--- config.mk ---
export PLATFORM = sky130hd
export DESIGN_NAME = execute_stage_pipe
export DESIGN_NICKNAME = d
export VERILOG_FILES = /design/src/rtl/execute_stage_pipe.sv
export SDC_FILE = /design/constraint.sdc
export NUM_CORES = 1
export LEC_CHECK = 0
export ABC_AREA = 1
export BUFFER_PORTS_ARGS = -buffer_cell sky130_fd_sc_hd__buf_2
export CAP_MARGIN = 20
export CELL_PAD_IN_SITES_DETAIL_PLACEMENT = 1
export CELL_PAD_IN_SITES_GLOBAL_PLACEMENT = 1
export CORE_MARGIN = 2
export CORE_UTILIZATION = 41
export DETAILED_ROUTE_END_ITERATION = 6
export GPL_TIMING_DRIVEN = 0
export PLACE_DENSITY_LB_ADDON = 0.05
export SYNTH_ARGS = -nofsm -noshare
export SYNTH_HDL_FRONTEND = slang
export SYNTH_SLANG_ARGS = --single-unit
--- constraint.sdc ---
create_clock -name clk -period 7.76 [get_ports clk]
set_clock_uncertainty 0.1 [all_clocks]
set_input_delay 0.776 -clock clk [delete_from_list [all_inputs] [get_ports clk]]
set_output_delay 0.776 -clock clk [all_outputs]
set_load 0.1 [all_outputs]
--- src/rtl/execute_stage_pipe.sv ---
// RV32-class execute stage with operand forwarding, branch/jump resolution and EX/MEM register.
// Optional iterative shift-add multiplier for ALU op 0xA, enabled by defining EXEC_MUL_EN.
module execute_stage_pipe #(
  parameter int unsigned XLEN      = 32,
  parameter int unsigned REG_AW    = 5,
  parameter int unsigned ALUCTRL_W = 4
) (
  input  logic                 clk,
  input  logic                 rst,
  input  logic                 valid_e,
  input  logic                 flush_e,
  input  logic                 stall_m,
  input  logic                 reg_write_e,
  input  logic                 mem_write_e,
  input  logic                 result_src_e,
  input  logic                 alu_src_e,
  input  logic [ALUCTRL_W-1:0] alu_ctrl_e,
  input  logic                 branch_e,
  input  logic                 jump_e,
  input  logic [2:0]           br_type_e,
  input  logic [1:0]           fwd_a_e,
  input  logic [1:0]           fwd_b_e,
  input  logic [XLEN-1:0]      rd1_e,
  input  logic [XLEN-1:0]      rd2_e,
  input  logic [XLEN-1:0]      imm_ext_e,
  input  logic [XLEN-1:0]      pc_e,
  input  logic [XLEN-1:0]      pc_plus4_e,
  input  logic [XLEN-1:0]      result_w,
  input  logic [REG_AW-1:0]    rd_e,
  output logic                 pcsrc_e,
  output logic [XLEN-1:0]      pc_target_e,
  output logic                 stall_e,
  output logic                 valid_m,
  output logic                 reg_write_m,
  output logic                 mem_write_m,
  output logic                 result_src_m,
  output logic [REG_AW-1:0]    rd_m,
  output logic [XLEN-1:0]      alu_result_m,
  output logic [XLEN-1:0]      write_data_m,
  output logic [XLEN-1:0]      pc_plus4_m
);

  localparam int unsigned SHW = $clog2(XLEN);

  localparam logic [ALUCTRL_W-1:0] OP_ADD  = ALUCTRL_W'(0);
  localparam logic [ALUCTRL_W-1:0] OP_SUB  = ALUCTRL_W'(1);
  localparam logic [ALUCTRL_W-1:0] OP_AND  = ALUCTRL_W'(2);
  localparam logic [ALUCTRL_W-1:0] OP_OR   = ALUCTRL_W'(3);
  localparam logic [ALUCTRL_W-1:0] OP_XOR  = ALUCTRL_W'(4);
  localparam logic [ALUCTRL_W-1:0] OP_SLT  = ALUCTRL_W'(5);
  localparam logic [ALUCTRL_W-1:0] OP_SLTU = ALUCTRL_W'(6);
  localparam logic [ALUCTRL_W-1:0] OP_SLL  = ALUCTRL_W'(7);
  localparam logic [ALUCTRL_W-1:0] OP_SRL  = ALUCTRL_W'(8);
  localparam logic [ALUCTRL_W-1:0] OP_SRA  = ALUCTRL_W'(9);
  localparam logic [ALUCTRL_W-1:0] OP_MUL  = ALUCTRL_W'(10);

  logic [XLEN-1:0] w_src_a;
  logic [XLEN-1:0] w_fwd_b;
  logic [XLEN-1:0] w_src_b;
  logic [SHW-1:0]  w_shamt;
  logic [XLEN-1:0] w_alu_result;
  logic [XLEN-1:0] w_mul_result;
  logic            w_lt_s;
  logic            w_lt_u;
  logic            w_cond;
  logic            w_stall;

  // Operand forwarding: 01 writeback, 10 memory stage, else register file
  always_comb begin
    w_src_a = rd1_e;
    w_fwd_b = rd2_e;
    if (fwd_a_e == 2'b01)      w_src_a = result_w;
    else if (fwd_a_e == 2'b10) w_src_a = alu_result_m;
    if (fwd_b_e == 2'b01)      w_fwd_b = result_w;
    else if (fwd_b_e == 2'b10) w_fwd_b = alu_result_m;
  end

  assign w_src_b = alu_src_e ? imm_ext_e : w_fwd_b;
  assign w_shamt = w_src_b[SHW-1:0];
  assign w_lt_s  = $signed(w_src_a) < $signed(w_src_b);
  assign w_lt_u  = w_src_a < w_src_b;

  always_comb begin
    w_alu_result = '0;
    case (alu_ctrl_e)
      OP_ADD:  w_alu_result = w_src_a + w_src_b;
      OP_SUB:  w_alu_result = w_src_a - w_src_b;
      OP_AND:  w_alu_result = w_src_a & w_src_b;
      OP_OR:   w_alu_result = w_src_a | w_src_b;
      OP_XOR:  w_alu_result = w_src_a ^ w_src_b;
      OP_SLT:  w_alu_result = XLEN'(w_lt_s);
      OP_SLTU: w_alu_result = XLEN'(w_lt_u);
      OP_SLL:  w_alu_result = w_src_a << w_shamt;
      OP_SRL:  w_alu_result = w_src_a >> w_shamt;
      OP_SRA:  w_alu_result = XLEN'($signed(w_src_a) >>> w_shamt);
      OP_MUL:  w_alu_result = w_mul_result;
      default: w_alu_result = '0;
    endcase
  end

  // Branch condition uses forwarded rs2, not the immediate-muxed SrcB
  always_comb begin
    w_cond = 1'b0;
    case (br_type_e)
      3'b000:  w_cond = (w_src_a == w_fwd_b);
      3'b001:  w_cond = (w_src_a != w_fwd_b);
      3'b100:  w_cond = ($signed(w_src_a) <  $signed(w_fwd_b));
      3'b101:  w_cond = ($signed(w_src_a) >= $signed(w_fwd_b));
      3'b110:  w_cond = (w_src_a <  w_fwd_b);
      3'b111:  w_cond = (w_src_a >= w_fwd_b);
      default: w_cond = 1'b0;
    endcase
  end

  assign pcsrc_e     = valid_e & ~flush_e & (jump_e | (branch_e & w_cond));
  assign pc_target_e = pc_e + imm_ext_e;

`ifdef EXEC_MUL_EN
  localparam int unsigned CNT_W = $clog2(XLEN + 1);

  typedef enum logic [1:0] {S_IDLE, S_BUSY, S_DONE} mul_state_t;

  mul_state_t      r_state;
  logic [XLEN-1:0] r_mcand;
  logic [XLEN-1:0] r_mplier;
  logic [XLEN-1:0] r_acc;
  logic [CNT_W-1:0] r_cnt;
  logic            w_mul_start;

  assign w_mul_start  = valid_e & ~flush_e & (alu_ctrl_e == OP_MUL);
  assign w_mul_result = r_acc;

  // Stall depends only on local state and E-slot inputs, never on stall_m
  always_comb begin
    w_stall = 1'b0;
    case (r_state)
      S_IDLE:  w_stall = w_mul_start;
      S_BUSY:  w_stall = ~flush_e;
      default: w_stall = 1'b0;
    endcase
  end

  // Shift-add multiplier: one partial product per cycle, operands latched at start
  always_ff @(posedge clk) begin
    if (!rst) begin
      r_state  <= S_IDLE;
      r_mcand  <= '0;
      r_mplier <= '0;
      r_acc    <= '0;
      r_cnt    <= '0;
    end else begin
      case (r_state)
        S_IDLE: begin
          if (w_mul_start) begin
            r_mcand  <= w_src_a;
            r_mplier <= w_src_b;
            r_acc    <= '0;
            r_cnt    <= CNT_W'(XLEN);
            r_state  <= S_BUSY;
          end
        end
        S_BUSY: begin
          if (flush_e) begin
            r_state <= S_IDLE;
          end else begin
            if (r_mplier[0]) r_acc <= r_acc + r_mcand;
            r_mcand  <= r_mcand << 1;
            r_mplier <= r_mplier >> 1;
            r_cnt    <= r_cnt - CNT_W'(1);
            if (r_cnt == CNT_W'(1)) r_state <= S_DONE;
          end
        end
        S_DONE: begin
          if (flush_e || !stall_m) r_state <= S_IDLE;
        end
        default: r_state <= S_IDLE;
      endcase
    end
  end
`else
  assign w_mul_result = '0;
  assign w_stall      = 1'b0;
`endif

  assign stall_e = w_stall;

  // EX/MEM register: reset > hold > bubble > capture
  always_ff @(posedge clk) begin
    if (!rst) begin
      valid_m      <= 1'b0;
      reg_write_m  <= 1'b0;
      mem_write_m  <= 1'b0;
      result_src_m <= 1'b0;
      rd_m         <= '0;
      alu_result_m <= '0;
      write_data_m <= '0;
      pc_plus4_m   <= '0;
    end else if (!stall_m) begin
      result_src_m <= result_src_e;
      rd_m         <= rd_e;
      alu_result_m <= w_alu_result;
      write_data_m <= w_fwd_b;
      pc_plus4_m   <= pc_plus4_e;
      if (flush_e || !valid_e || w_stall) begin
        valid_m     <= 1'b0;
        reg_write_m <= 1'b0;
        mem_write_m <= 1'b0;
      end else begin
        valid_m     <= 1'b1;
        reg_write_m <= reg_write_e;
        mem_write_m <= mem_write_e;
      end
    end
  end

endmodule

# Word-level counts from Yosys, hierarchy flattened
# Index checks and enable logic that the tools add are counted.
dict set report op_classes {
  n_bitwise 8
  n_reduce_logical 4
  n_lt_le_gt_ge 6
  eq_ne 20
  mux 10
  n_addsub 3
  n_shift 3
}
# cell count
set op_table {}
lappend op_table {{32-bit case mux with 10 select lines} 1}
lappend op_table {{32-bit two-way mux} 5}
lappend op_table {{32-bit < comparator} 4}
lappend op_table {{32-bit adder} 2}
lappend op_table {{32-bit >= comparator} 2}
lappend op_table {{32-bit AND} 1}
lappend op_table {{32-bit equality test} 1}
lappend op_table {{32-bit != test} 1}
lappend op_table {{32-bit OR} 1}
lappend op_table {{32-bit by 5-bit left shift with 32-bit output} 1}
lappend op_table {{32-bit by 5-bit >> shifter with 32-bit output} 1}
lappend op_table {{32-bit by 5-bit >>> shifter with 32-bit output} 1}
lappend op_table {{32-bit subtractor} 1}
lappend op_table {{32-bit bitwise XOR} 1}
lappend op_table {{4-bit by 3-bit equality test with 1-bit output, second input constant} 4}
lappend op_table {{3-bit equality test, second input constant} 4}
lappend op_table {{4-bit by 2-bit equality test with 1-bit output, second input constant} 2}
lappend op_table {{4-bit equality test, second input constant} 2}
lappend op_table {{1-bit case mux with 6 select lines} 1}
lappend op_table {{2-bit by 1-bit equality test with 1-bit output, second input constant} 2}
lappend op_table {{2-bit equality test, second input constant} 2}
lappend op_table {{4-bit by 1-bit equality test with 1-bit output, second input constant} 1}
lappend op_table {{4-bit zero test} 1}
lappend op_table {{1-bit AND} 3}
lappend op_table {{other kinds (7)} 9}
dict set report totals {
  out_inout_bits 139
  input_bits 219
  word_cells 62
  ff_bits 105
}

# Longest topological paths before layout
dict set report logic_depth {
  ltp_word 8
  ltp_mapped 30
  ltp_nobuf 27
}

# Worst setup path after synthesis
# OpenSTA, ideal clock, no wires.
dict set report synth_path {
  path_type {input-to-output}
  start {input port fwd_b_e[0]}
  end {output port pcsrc_e}
  arrival_ps 4527
  cell_stages 19
  n_path_buf 2
  t_required_ps 6884
  path_slack_ps 2357
  path_cell_list {inv_2 -> nand2_2 -> clkbuf_1 -> clkbuf_1 -> nand2_1 -> nand3_1 -> o21ai_0 -> ha_1 -> nand2_1 -> nor2_1 -> nand2_1 -> nor4_1 -> nand2_1 -> o21ai_0 -> o21bai_1 -> a21oi_1 -> nand3_1 -> nand2_1 -> a21oi_1}
}
dict set report synth_between {
  elab_chain_len 8
  elab_cells_between_ends 14
  cone_classes {order compare: 4; eq/ne: 4; mux: 3; bitwise: 3}
}
# item line
set synth_rtl {}
lappend synth_rtl {{from (decl)} 22} ;# input logic [1:0] fwd_b_e,
lappend synth_rtl {{2-bit equality test} 75} ;# else if (fwd_b_e == 2'b10) w_fwd_b = alu_result_m;
lappend synth_rtl {{32-bit two-way mux} 75}
lappend synth_rtl {{32-bit two-way mux *} 74} ;# if (fwd_b_e == 2'b01) w_fwd_b = result_w;
lappend synth_rtl {{32-bit >= comparator (tied with other cells)} 110} ;# 3'b111: w_cond = (w_src_a >= w_fwd_b);
lappend synth_rtl {{1-bit case mux with 6 select lines *} 104} ;# case (br_type_e)
lappend synth_rtl {{1-bit AND *} 115} ;# assign pcsrc_e = valid_e & ~flush_e & (jump_e | (branch_e & w_cond));
lappend synth_rtl {{1-bit OR *} 115}
lappend synth_rtl {{1-bit AND *} 115}
lappend synth_rtl {{to (decl)} 30} ;# output logic pcsrc_e,
# Mark *: on every way between the ends. The rest lies on a longest branch, timed or not.

# Worst setup path after layout
dict set report layout_path {
  start {input port fwd_b_e[0]}
  end {register alu_result_m[22]}
}
dict set report layout_between {
  elab_chain_len 6
  elab_cells_between_ends 14
  cone_classes {add/sub: 2; eq/ne: 2; shift: 3; mux: 4; bitwise: 3}
}
# item line
set layout_rtl {}
lappend layout_rtl {{2-bit equality test} 75}
lappend layout_rtl {{32-bit two-way mux} 75}
lappend layout_rtl {{32-bit two-way mux *} 74}
lappend layout_rtl {{32-bit two-way mux *} 78} ;# assign w_src_b = alu_src_e ? imm_ext_e : w_fwd_b;
lappend layout_rtl {{32-bit subtractor (tied with other cells)} 87} ;# OP_SUB: w_alu_result = w_src_a - w_src_b;
lappend layout_rtl {{32-bit case mux with 10 select lines *} 85} ;# case (alu_ctrl_e)
lappend layout_rtl {{to (signal assigned)} 201} ;# alu_result_m <= w_alu_result;
lappend layout_rtl {{to (decl)} 38} ;# output logic [XLEN-1:0] alu_result_m,
# Marked as above.
# A chain may end at the register's enable or synchronous reset.

==> results.py <==
metrics = {
    "run_status": {
        "status": "finished with violations",
        "failed_checks": "DRC",
    },
    "synth": {
        "synth_compound_area_share_pct": 20.5,
        "ys_warn_count": 0,
        "syn_avg_cell_area_sq_um": 5.52,
        "synth_seq_area_share_pct": 12.1,
        "synth_nets": 3521,
        "yosys.area.top_type": "nand2_1",
        "synth-seq-cells": 105,
        "synth-main-ff-cell": "dfxtp_1",
        "synthesis.area_sq_um": 17300,
        "synthMuxAreaShare_pct": 0,
        "synth_area_leaders": "nand2_1 19%, nand3_1 13%, dfxtp_1 12%, ha_1 12%, a21oi_1 7.0%",
        "netlist.area_leader.share_pct": 18.6,
        "synthCells": 3139,
        "synthAdderAreaFrac_pct": 11.9,
        "async_flop_share_pct": 0,
        "synth-edff-count": 0,
        "synth-xor-area-share_pct": 1.72,
        "yosysUniqueCellTypes": 54,
        "synth-simple-area-share_pct": 42.7,
        "synth_top_family_by_area": "simple AND/OR/NAND/NOR gates",
    },
    "clock_tree": {
        "htreeDepth": 3,
        "clkSlewWorstSetupHoldPaths_ns": 0.09,
        "clk_latency_ns": 0.40,
        "post_cts_buffers": 0,
        "root_buffer": "clkbuf_16",
        "clockBufferDepth": 2,
        "cts_resized": 0,
        "clock-sinks": 105,
        "cts-buffers-inserted": 9,
        "cts_tree": "yes",
        "hold_buffers": 0,
    },
    "global_route": {
        "use_met2_pct": 84.0,
        "antenna_found_initial": 21,
        "grt_usage_pct": 55.9,
        "overflow": 0,
        "grt_use_met1_pct": 58.3,
        "gr-usage-met3_pct": 21.1,
        "grt_start_max_net_pins": 23,
        "top_usage_layer": "met2",
        "grt_pass1_wl_microns": 181000,
        "grt_pass1_vias": 27927,
    },
    "setup_path": {
        "cpPeakStageDelay_ns": 0.60,
        "crit_top_cell": "nand2_1",
        "cp_slowest_cell": "clkbuf_1",
        "worstPathRequired_ns": 7.92,
        "cp-start-kind": "input pin",
        "worst-path-max-fanout": 10,
        "worst_ep_arrival_time_ns": 6.95,
        "cp-end-kind": "flip-flop",
        "critPathKind": "input pin to flip-flop",
    },
    "pwr": {
        "leakage_nw": 10.4,
        "ir_drop_mv": 0.183,
        "p_per_area_nw_per_um2": 194,
    },
    "sta": {
        "final-max-slew-violation-count": 0,
        "period_needed_ns": 6.78,
        "final.setup.worst_slack_ns": 0.976,
        "worst_pin_slew_ns": 1.26,
        "setup_violations": 0,
        "relSlewSlack_pct": 14.7,
        "layout_worst_path_cycle_share_pct": 87.4,
        "setup_tns_ns": 0,
        "hold_violations": 0,
        "fmax_ghz": 0.147,
        "rsz0062_at_grt": "false",
    },
    "route": {
        "drt_iter0_drc": 3937,
        "vias_per_cell": 6.76,
        "drtAntennaViolNets": 0,
        "wirelength_microns": 127000,
        "wl_per_cell_microns": 31.1,
        "first_pass_iters": 7,
        "vias": 27515,
        "drc": 16,
    },
    "floorplan": {
        "pin_count": 358,
        "start_util_pct": 41.4,
        "core.rowCount": 75,
        "die_h_microns": 210,
        "dieArea_sq_um": 43900,
        "die_w_microns": 210,
        "core_area_sq_um": 41900,
    },
    "placement": {
        "io_buffers": 352,
        "placed_area_sq_um": 19800,
        "place.gp.congestion": 1.19,
        "dpl.hpwl_microns": 99500,
        "pre_cts_slack_ns": 1.43,
    },
    "final_layout": {
        "fillers": 6181,
        "drive_gt1_share_pct": 13.9,
        "finalInstanceArea_sq_um": 20100,
        "multi_input_area_sq_um": 13300,
        "syn_to_final_growth_pct": 16.2,
        "fin_nets": 3886,
        "regArea_sq_um": 2100,
    },
    "worst_hold_path": {
        "hold_path.class": "flip-flop to flip-flop",
    },
    "flow_run": {
        "drv_cap": 0,
    },
}
routing by layer:
layer,wire (microns),up-vias
met5,109,-
met4,16700,14
met3,16300,1091
met2,52700,2543
met1,40700,12660
li1,-,11207
state kept, by name (all words and copies together), names as in the netlist:
register / cells
result_src_m: 1
rd_m: 5
pc_plus4_m: 32
valid_m: 1
mem_write_m: 1
reg_write_m: 1
alu_result_m: 32
write_data_m: 32
stage by stage:
stage,utilization [%],cells,hold slack [ns],power [mW]
global route,48.0,4057,0.412,3.99
CTS,47.9,4046,0.380,3.72
global placement,47.2,4030,0.350,3.11
detailed placement,47.2,4030,0.368,3.18
finish,48.1,4068,0.372,3.90
floorplan,-,3139,0.805,2.33
worst paths after layout:
path,start,endpoint,slack (ns),cells past startpoint
worst max-delay path,fwd_b_e[0],alu_result_m[22]$_SDFFE_PN0N_,0.98,27
worst min register to register,mem_write_m$_SDFFE_PN0N_,mem_write_m$_SDFFE_PN0N_,0.37,2
worst min-delay path,mem_write_m$_SDFFE_PN0N_,mem_write_m$_SDFFE_PN0N_,0.37,2
worst max register to register,alu_result_m[2]$_SDFFE_PN0N_,alu_result_m[28]$_SDFFE_PN0N_,1.92,23
cell usage after synthesis, types with 15 or more instances:
cell type / count
nand2_1: 860
nand3_1: 454
inv_1: 307
nor2_1: 289
a21oi_1: 242
o21ai_0: 237
ha_1: 160
dfxtp_1: 105
clkbuf_1: 79
buf_2: 50
o21ai_1: 38
nand4_1: 33
xor2_1: 24
o22ai_1: 23
nor3_1: 21
o211ai_1: 20
o21bai_1: 15
power breakdown:
part / switching, mW / total, mW / internal [mW]
sequential: 0.0500 / 0.629 / 0.579
clock: 0.289 / 0.524 / 0.235
combinational: 2.16 / 2.75 / 0.582
cell families (layout without fill, tap and decap cells):
logic type | count (synthesis) | after routing
fa+ha+maj | 163 | 163
buf+inv | 471 | 841
flops | 105 | 105
other cells | 1 | 21
compound gates | 643 | 643
simple gates | 1722 | 1722
xor+xnor | 34 | 34
cell type report:
type,count,area share (%)
inverters,318,5.94
diodes,20,0.249
clock buffers,9,1.12
plain buffers,153,3.56
clock inverters,7,0.423
multi-input cells,2563,66.1
flip-flops and latches,105,10.4
well taps,539,3.35
repair buffers,354,8.81
worst max-delay path, delay by kind of cell:
kind	cells	cell delay, ns
AO/OA/AOI/OAI	5	1.66
buffers and inverters	7	2.00
adder cells (fa/ha/maj)	1	0.14
AND/OR/NAND/NOR	14	2.37
layout by cell type, fill, tap and decap left out, types with 6 or more instances in the layout:
cell type	instances
o221ai_1	13
o21a_1	9
or2_0	11
nand2_2	7
a31oi_1	6
nand3b_1	9
buf_2	403
inv_1	307
o22ai_1	23
o21ai_0	237
a21oi_1	242
nand2_1	860
clkbuf_1	79
diode_2	20
nor2_1	289
a21o_1	6
dfxtp_1	105
o21ai_1	38
nand3_1	454
buf_4	13
ha_1	160
buf_1	7
clkbuf_16	9
xor2_1	24
nand4_1	33
inv_2	7
o21bai_1	15
or2_2	7
a21boi_0	10
nor3_1	21
xnor2_1	10
o211ai_1	20
nand3_2	13
Note: power is estimated with default switching activity, not from simulation.
